--- config.mk ---
export PLATFORM = sky130hd
export DESIGN_NAME = apb_cmd_master
export DESIGN_NICKNAME = d
export VERILOG_FILES = /design/src/rtl/apb_cmd_master_pkg.sv /design/src/rtl/apb_cmd_master_cmd_fifo.sv /design/src/rtl/apb_cmd_master.sv
export SDC_FILE = /design/constraint.sdc
export NUM_CORES = 1
export LEC_CHECK = 0
export BUFFER_PORTS_ARGS = -buffer_cell sky130_fd_sc_hd__buf_2
export CORE_MARGIN = 1.5
export CORE_UTILIZATION = 30
export CTS_CLUSTER_DIAMETER = 40
export DETAILED_ROUTE_END_ITERATION = 8
export GPL_TIMING_DRIVEN = 0
export HOLD_SLACK_MARGIN = 0.06
export PLACE_DENSITY = 0.59
export SLEW_MARGIN = 0
export SYNTH_ARGS = -nofsm -noshare
export SYNTH_HDL_FRONTEND = slang
export SYNTH_SLANG_ARGS = --single-unit
--- constraint.sdc ---
create_clock -name clk_i -period 4.8 [get_ports clk_i]
set_input_delay 0.96 -clock clk_i [delete_from_list [all_inputs] [get_ports clk_i]]
set_output_delay 0.96 -clock clk_i [all_outputs]
set_load 0.02 [all_outputs]
--- src/rtl/apb_cmd_master_pkg.sv ---
// Shared APB master definitions: transfer state encoding (common with the slave)
// and the packed command word width {wr, addr, wdata}.
package apb_cmd_master_pkg;

  typedef enum logic [1:0] {
    APB_IDLE   = 2'b00,
    APB_SETUP  = 2'b01,
    APB_ENABLE = 2'b10
  } apb_state_e;

  localparam int ADDR_W_DEF    = 8;
  localparam int DATA_W_DEF    = 32;
  localparam int CMD_DEPTH_DEF = 4;

  function automatic int cmd_width(input int aw, input int dw);
    return 1 + aw + dw;
  endfunction

endpackage

--- src/rtl/apb_cmd_master_cmd_fifo.sv ---
// Synchronous FIFO with a combinational head read; push is dropped when full, pop when empty.
// Pointers carry an extra wrap bit so full/empty fall out of a plain compare.
module apb_cmd_master_cmd_fifo #(
  parameter int W     = 41,
  parameter int DEPTH = 4
) (
  input  logic         clk,
  input  logic         rst,
  input  logic         push,
  input  logic [W-1:0] push_dat,
  input  logic         pop,
  output logic [W-1:0] pop_dat,
  output logic         full,
  output logic         empty
);

  localparam int AW = $clog2(DEPTH);

  logic [W-1:0] mem [DEPTH];
  logic [AW:0]  wptr;
  logic [AW:0]  rptr;
  logic         do_push;
  logic         do_pop;

  assign empty   = (wptr == rptr);
  assign full    = (wptr[AW] != rptr[AW]) && (wptr[AW-1:0] == rptr[AW-1:0]);
  assign do_push = push && !full;
  assign do_pop  = pop && !empty;
  assign pop_dat = mem[rptr[AW-1:0]];

  always_ff @(posedge clk or posedge rst) begin
    if (rst) begin
      wptr <= '0;
      rptr <= '0;
    end else begin
      if (do_push) wptr <= wptr + (AW+1)'(1);
      if (do_pop)  rptr <= rptr + (AW+1)'(1);
    end
  end

  always_ff @(posedge clk) begin
    if (do_push) mem[wptr[AW-1:0]] <= push_dat;
  end

endmodule

--- src/rtl/apb_cmd_master.sv ---
// APB initiator: queues valid/ready commands and issues back-to-back SETUP/ENABLE transfers,
// one registered response pulse per transfer. Command side stalls only on a full FIFO.
module apb_cmd_master
  import apb_cmd_master_pkg::*;
#(
  parameter int ADDR_W    = ADDR_W_DEF,
  parameter int DATA_W    = DATA_W_DEF,
  parameter int CMD_DEPTH = CMD_DEPTH_DEF
) (
  input  logic              clk_i,
  input  logic              rst_i,
  input  logic              cmd_valid_i,
  output logic              cmd_ready_o,
  input  logic              cmd_wr_i,
  input  logic [ADDR_W-1:0] cmd_addr_i,
  input  logic [DATA_W-1:0] cmd_wdata_i,
  output logic              psel_o,
  output logic              pen_o,
  output logic              pwr_o,
  output logic [ADDR_W-1:0] paddr_o,
  output logic [DATA_W-1:0] pwdata_o,
  input  logic [DATA_W-1:0] prdata_i,
  output logic              rsp_valid_o,
  output logic              rsp_wr_o,
  output logic [ADDR_W-1:0] rsp_addr_o,
  output logic [DATA_W-1:0] rsp_rdata_o,
  output logic              busy_o
);

  localparam int CMD_W = cmd_width(ADDR_W, DATA_W);

  apb_state_e        state;
  logic [CMD_W-1:0]  head;
  logic              fifo_full;
  logic              fifo_empty;
  logic              pop;
  logic              head_wr;
  logic [ADDR_W-1:0] head_addr;
  logic [DATA_W-1:0] head_wdata;

  assign cmd_ready_o = !fifo_full;
  assign busy_o      = !fifo_empty || (state != APB_IDLE);
  // A new transfer may start from IDLE or straight out of ENABLE.
  assign pop         = ((state == APB_IDLE) || (state == APB_ENABLE)) && !fifo_empty;

  assign head_wr    = head[CMD_W-1];
  assign head_addr  = head[CMD_W-2 -: ADDR_W];
  assign head_wdata = head[DATA_W-1:0];

  apb_cmd_master_cmd_fifo #(
    .W     (CMD_W),
    .DEPTH (CMD_DEPTH)
  ) u_fifo (
    .clk      (clk_i),
    .rst      (rst_i),
    .push     (cmd_valid_i),
    .push_dat ({cmd_wr_i, cmd_addr_i, cmd_wdata_i}),
    .pop      (pop),
    .pop_dat  (head),
    .full     (fifo_full),
    .empty    (fifo_empty)
  );

  always_ff @(posedge clk_i or posedge rst_i) begin
    if (rst_i) begin
      state       <= APB_IDLE;
      psel_o      <= 1'b0;
      pen_o       <= 1'b0;
      pwr_o       <= 1'b0;
      paddr_o     <= '0;
      pwdata_o    <= '0;
      rsp_valid_o <= 1'b0;
      rsp_wr_o    <= 1'b0;
      rsp_addr_o  <= '0;
      rsp_rdata_o <= '0;
    end else begin
      rsp_valid_o <= 1'b0;
      case (state)
        APB_SETUP: begin
          state <= APB_ENABLE;
          pen_o <= 1'b1;
        end
        APB_ENABLE: begin
          rsp_valid_o <= 1'b1;
          rsp_wr_o    <= pwr_o;
          rsp_addr_o  <= paddr_o;
          rsp_rdata_o <= pwr_o ? '0 : prdata_i;
          pen_o       <= 1'b0;
          if (pop) begin
            state    <= APB_SETUP;
            pwr_o    <= head_wr;
            paddr_o  <= head_addr;
            pwdata_o <= head_wr ? head_wdata : '0;
          end else begin
            state  <= APB_IDLE;
            psel_o <= 1'b0;
          end
        end
        default: begin
          if (pop) begin
            state    <= APB_SETUP;
            psel_o   <= 1'b1;
            pen_o    <= 1'b0;
            pwr_o    <= head_wr;
            paddr_o  <= head_addr;
            pwdata_o <= head_wr ? head_wdata : '0;
          end
        end
      endcase
    end
  end

endmodule
[Word level (Yosys, flattened, before mapping)]
Memories as Yosys holds them, arrays and structs flattened.
Cells that the tools add are included.
Storage, ports and cells
  flip-flop bits (word level): 93
  RAM bits: 164
  logic and storage cells: 49
  memories: 1
Cells by class
  $add $sub $neg: 2
  eq/ne operators: 6
  multiplexer cells: 13
  bitwise logic cells: 1
  reductions and logical operators: 14
Memory list
  u_fifo.mem: words 4, bits a word 41, rd ports 1, clocked after memory_dff 0, wr ports 1, line apb_cmd_master_cmd_fifo.sv:19  | logic [W-1:0] mem [DEPTH];
Operators with widths (number)
  $mux W32: 2
  $mux W1: 7
  $add A3 B1 Y3 const B: 2
  $logic_and A1 B1 Y1: 4
  $pmux W1 S2: 2
  $pmux W2 S2: 1
  $reduce_bool A2 Y1: 2
  $eq A3 B3 Y1: 1
  $reduce_and A3 Y1: 1
  $reduce_bool A3 Y1: 1
  $eq A2 B1 Y1 const B: 1
  $eq A2 B2 Y1: 1
  $eq A2 B2 Y1 const B: 1
  $logic_not A1 Y1: 2
  $logic_not A2 Y1: 1
  $logic_or A1 B1 Y1: 2
  $mux W2: 1
  $ne A2 B2 Y1 const B: 1
  $reduce_and A2 Y1: 1
  $ne A1 B1 Y1: 1
  $not A1 Y1: 1

[Depth between registers and ports, before layout]
  depth after elaboration: 6
  depth in mapped cells: 6

[Modules after synthesis]
A second synthesis with hierarchy kept.
Unflattened totals
  cells, all modules: 615
  area total of the unflattened synthesis: 9980.8 um^2
Modules (own cells, without submodules)
  apb_cmd_master_cmd_fifo: instances 1, cells an instance 264, area each 6431.2 um^2
  apb_cmd_master: instances 1, cells an instance 351, area each 3549.7 um^2

[Worst setup path before layout]
OpenSTA, ideal clock, no wires.
  path kind: in2reg
  start: input port cmd_valid_i
  end: memory u_fifo.mem[3][0], enable pin
  data arrival time: 3169 ps
  path slack: 1164 ps
  stages on the path: 2
  cell sequence: nand2_1 > a31oi_1
Between the ends
  longest elaborated chain between the ends: 3
RTL lines
  start: declaration: line apb_cmd_master.sv:12  | input logic cmd_valid_i,
  $logic_and A1 B1 Y1: line apb_cmd_master_cmd_fifo.sv:27  | assign do_push = push && !full;
  $mux W1: line apb_cmd_master_cmd_fifo.sv:42  | if (do_push) mem[wptr[AW-1:0]] <= push_dat;
  $mux W1 (not written as such): line apb_cmd_master_cmd_fifo.sv:42
  end: declaration: line apb_cmd_master_cmd_fifo.sv:19
No other way between the ends.

[Worst setup path in the final report]
  start: register u_fifo.rptr[1]
  end: output port busy_o
Between the ends
  longest elaborated chain between the ends: 3
RTL lines
  start: declaration: line apb_cmd_master_cmd_fifo.sv:21  | logic [AW:0] rptr;
  start signal: assignment: line apb_cmd_master_cmd_fifo.sv:37  | if (do_pop) rptr <= rptr + (AW+1)'(1);
  $eq A3 B3 Y1: line apb_cmd_master_cmd_fifo.sv:25  | assign empty = (wptr == rptr);
  $logic_not A1 Y1: line apb_cmd_master.sv:42  | assign busy_o = !fifo_empty || (state != APB_IDLE);
  $logic_or A1 B1 Y1: line apb_cmd_master.sv:42
  end: declaration: line apb_cmd_master.sv:27  | output logic busy_o
No other way between the ends.

==> Implementation_results.wiki <==
{| class="wikitable"
! Metric !! Value
|-
| Detailed Route Iter0 Violations || 195
|-
| Cells after DPL || 1202
|-
| Number of buffers created by CTS || 41
|-
| Die X || 184 um
|-
| Unrepaired setup endpoints after global routing || false
|-
| Tmin final || 3.12 ns
|-
| TritonCTS clock tree || done
|-
| GRT Total Usage || 0.130
|-
| Detailed-route wire length || 21600 um
|-
| Highest net fanout along the worst path || 7
|-
| Critical Setup Path Class || reg -> out
|-
| Layout cells sized above 1 || 0.370
|-
| Share of the clock period used by the worst path || 0.650
|-
| Clock root buffer || clkbuf_16
|-
| Number of warnings reported in the yosys synthesis log || 0
|-
| Max Clock Freq || 321 MHz
|-
| Io pins || 163
|-
| Most frequent cells in the layout || 168 x buf_2, 164 x edfxtp_1, 92 x nand2_1, 92 x dfrtp_1
|-
| Setup bufs post-CTS || 0
|-
| Max-cap violation count || 0
|-
| Global-route wire length before repair || 33300 um
|-
| Vias in the first global route || 5735
|-
| Final routed wire length divided by cell count || 16.9 um
|-
| Cell Area, Synth || 0.00988 mm^2
|-
| Number of failing hold endpoints at the final stage || 0
|-
| Clock transition at the registers of the reported paths || 0.05 ns
|-
| Count of TritonRoute iterations in the first routing pass || 6
|-
| Maximum number of buffers from clock root to sink || 3
|-
| Sequential cell area || 0.00723 mm^2
|-
| Status || finished, final reports clean
|-
| HPWL Detailed || 13900 um
|-
| Final instance count without filler cells || 1278
|-
| Summed area of non-filler cells in the final layout || 0.0128 mm^2
|-
| Class of the most critical hold timing path || reg -> reg
|-
| Most used cell along the critical path || buf_2
|-
| Hold buffers post-CTS || 0
|-
| Number of nets in the finished design || 884
|-
| Leakage || 5.18 nW
|-
| GPL Wtd Cong || 0.688
|-
| Power density of the placed cells || 714 mW/mm^2
|-
| Count of distinct cell types in the synthesized netlist || 28
|-
| Port buffer count || 162
|-
| Standard cell core area || 0.0325 mm^2
|-
| Total number of clock tree sinks || 256
|-
| Kind of start point of the critical path || flip-flop
|-
| Antenna violations before repair || 1
|-
| Syn-to-layout area delta || 29.9%
|-
| Remaining antenna violation count after routing || 0
|-
| Worst slew margin relative to its limit || 0.494
|-
| Crit path cell chain || buf_2 -> xnor2_2 -> nand3_1 -> or3_1 -> buf_2
|-
| Slowest Stage Delay on Critical Path || 0.40 ns
|-
| Post-Syn Instances || 592
|-
| Post-detailed-route via-to-cell ratio || 4.34
|-
| Number of DRC violations after detailed routing || 0
|-
| Remaining Overflow, GRT || 0
|-
| Number of instances resized during post-cts repair || 0
|-
| H-tree levels || 2
|-
| Effective utilization at floorplan || 0.304
|-
| Number of cell rows || 66
|-
| Max-slew violation count || 0
|-
| Clock latency at the later pin of the worst-skew pair || 0.52 ns
|-
| Sequential cell area fraction in the yosys report || 0.731
|-
| Area used by multi-input combinational logic || 0.00238 mm^2
|-
| Total nets after synthesis || 673
|-
| Final total power || 0.00917 W
|-
| Final setup vio count || 0
|-
| Via Count || 5541
|-
| Placed cell areas || 0.0114 mm^2
|-
| Critical Path End Type || primary output
|-
| Avg Cell Area, Syn || 16.7 um^2
|-
| Slowest-stage cell, CP || xnor2_2
|-
| Die outline height || 184 um
|-
| Crit path required time || 3.84 ns
|-
| Arrival time worst endpoint || 2.16 ns
|-
| Worst slew pin tran || 0.760 ns
|-
| Largest net degree at the start of global routing || 53
|-
| Flops & latches, synth || 256
|-
| Worst vdd ir || 0.282 mV
|-
| Most frequent standard cell in the layout excluding fill and tap cells || buf_2
|-
| Worst hold-check slack || 0.467 ns
|-
| Number of fillers in the final layout || 3044
|-
| Worst Clk Skew || 0.0269 ns
|-
| Total Die Area || 0.0340 mm^2
|}
state kept, by name (all words and copies together), names as in the netlist:
register,count
rsp_valid_o,1
rsp_rdata_o,32
rsp_wr_o,1
pwdata_o,32
state,1
pwr_o,1
psel_o,1
rsp_addr_o,8
pen_o,1
u_fifo.mem,164
u_fifo.wptr,3
paddr_o,8
u_fifo.rptr,3
worst paths after layout:
check	from	to	slack (ns)	depth (start not counted)
max in group asynchronous	rst_i	pwdata_o[25]	3.57	3
max reg2reg	u_fifo.rptr[1]	u_fifo.mem[2][6]	2.40	5
min reg2reg	rsp_addr_o[4]	rsp_addr_o[4]	0.47	2
max	u_fifo.rptr[1]	busy_o	1.68	5
min in group asynchronous	rst_i	rsp_addr_o[1]	0.53	2
min	rsp_addr_o[4]	rsp_addr_o[4]	0.47	2
where the power goes:
part	leakage [nW]	switching (W)	internal [W]
registers	2.67	0.000257	0.00303
logic	1.82	0.00170	0.00117
clock network	0.692	0.00108	0.00194
total	5.18	0.00303	0.00614
cell type report:
class | instances | share of cell area
antenna | 1 | 0.000195
buffer | 30 | 0.0114
clock buffer | 46 | 0.0822
clock inverter | 29 | 0.0287
inverter | 38 | 0.0113
multi-input combinational | 268 | 0.186
sequential | 256 | 0.563
tap | 442 | 0.0431
timing repair buffer | 168 | 0.0743
layer usage:
metal	global-route usage	vias up	routed length, um
met5	0	-	0
met4	0.0413	0	518
met3	0.0375	45	1590
met2	0.217	175	10400
met1	0.161	2742	9170
li1	-	2579	-
worst max-delay path: cells and delay by family (launching register included):
kind	cells	cell delay (ns)
flops	1	0.37
xor+xnor	1	0.40
simple gates	2	0.52
buf+inv	2	0.36
metrics by stage:
stage	setup slack, ns	setup TNS [ns]	utilization
after global placement	-1.05	-66.11	0.347
final	1.68	0	0.395
after global routing	1.57	0	0.395
after detailed placement	2.15	0	0.352
after CTS	1.64	0	0.395
after floorplan	1.16	0	-
Yosys cell counts:
cell / n / area, um^2
inv_1: 38 / 143
nand3_1: 2 / 10.0
ha_1: 5 / 62.6
o211a_1: 1 / 10.0
mux2_2: 5 / 56.3
a311oi_1: 1 / 8.76
edfxtp_1: 164 / 4920
or3_1: 1 / 6.26
buf_2: 6 / 30.0
xnor2_1: 2 / 17.5
clkbuf_1: 16 / 60.1
o21ai_0: 32 / 160
nand2_1: 92 / 345
buf_6: 1 / 11.3
mux2_4: 7 / 105
mux4_2: 41 / 923
a31oi_1: 2 / 12.5
nand4_1: 1 / 6.26
xnor2_2: 2 / 32.5
buf_1: 2 / 7.51
buf_4: 5 / 37.5
dfrtp_1: 92 / 2300
o21bai_1: 1 / 7.51
xor2_1: 4 / 35.0
nand2b_1: 33 / 206
and2_1: 3 / 18.8
mux2i_1: 32 / 320
a31oi_4: 1 / 21.3
cell families after synthesis:
| kind of cell | share of synthesized area |
|---|---|
| fa+ha+maj | 0.00633 |
| xor+xnor | 0.00861 |
| simple gates | 0.0600 |
| compound gates | 0.0223 |
| mux | 0.142 |
| buf+inv | 0.0292 |
| flops | 0.731 |
Note: power is estimated with default switching activity, not from simulation.
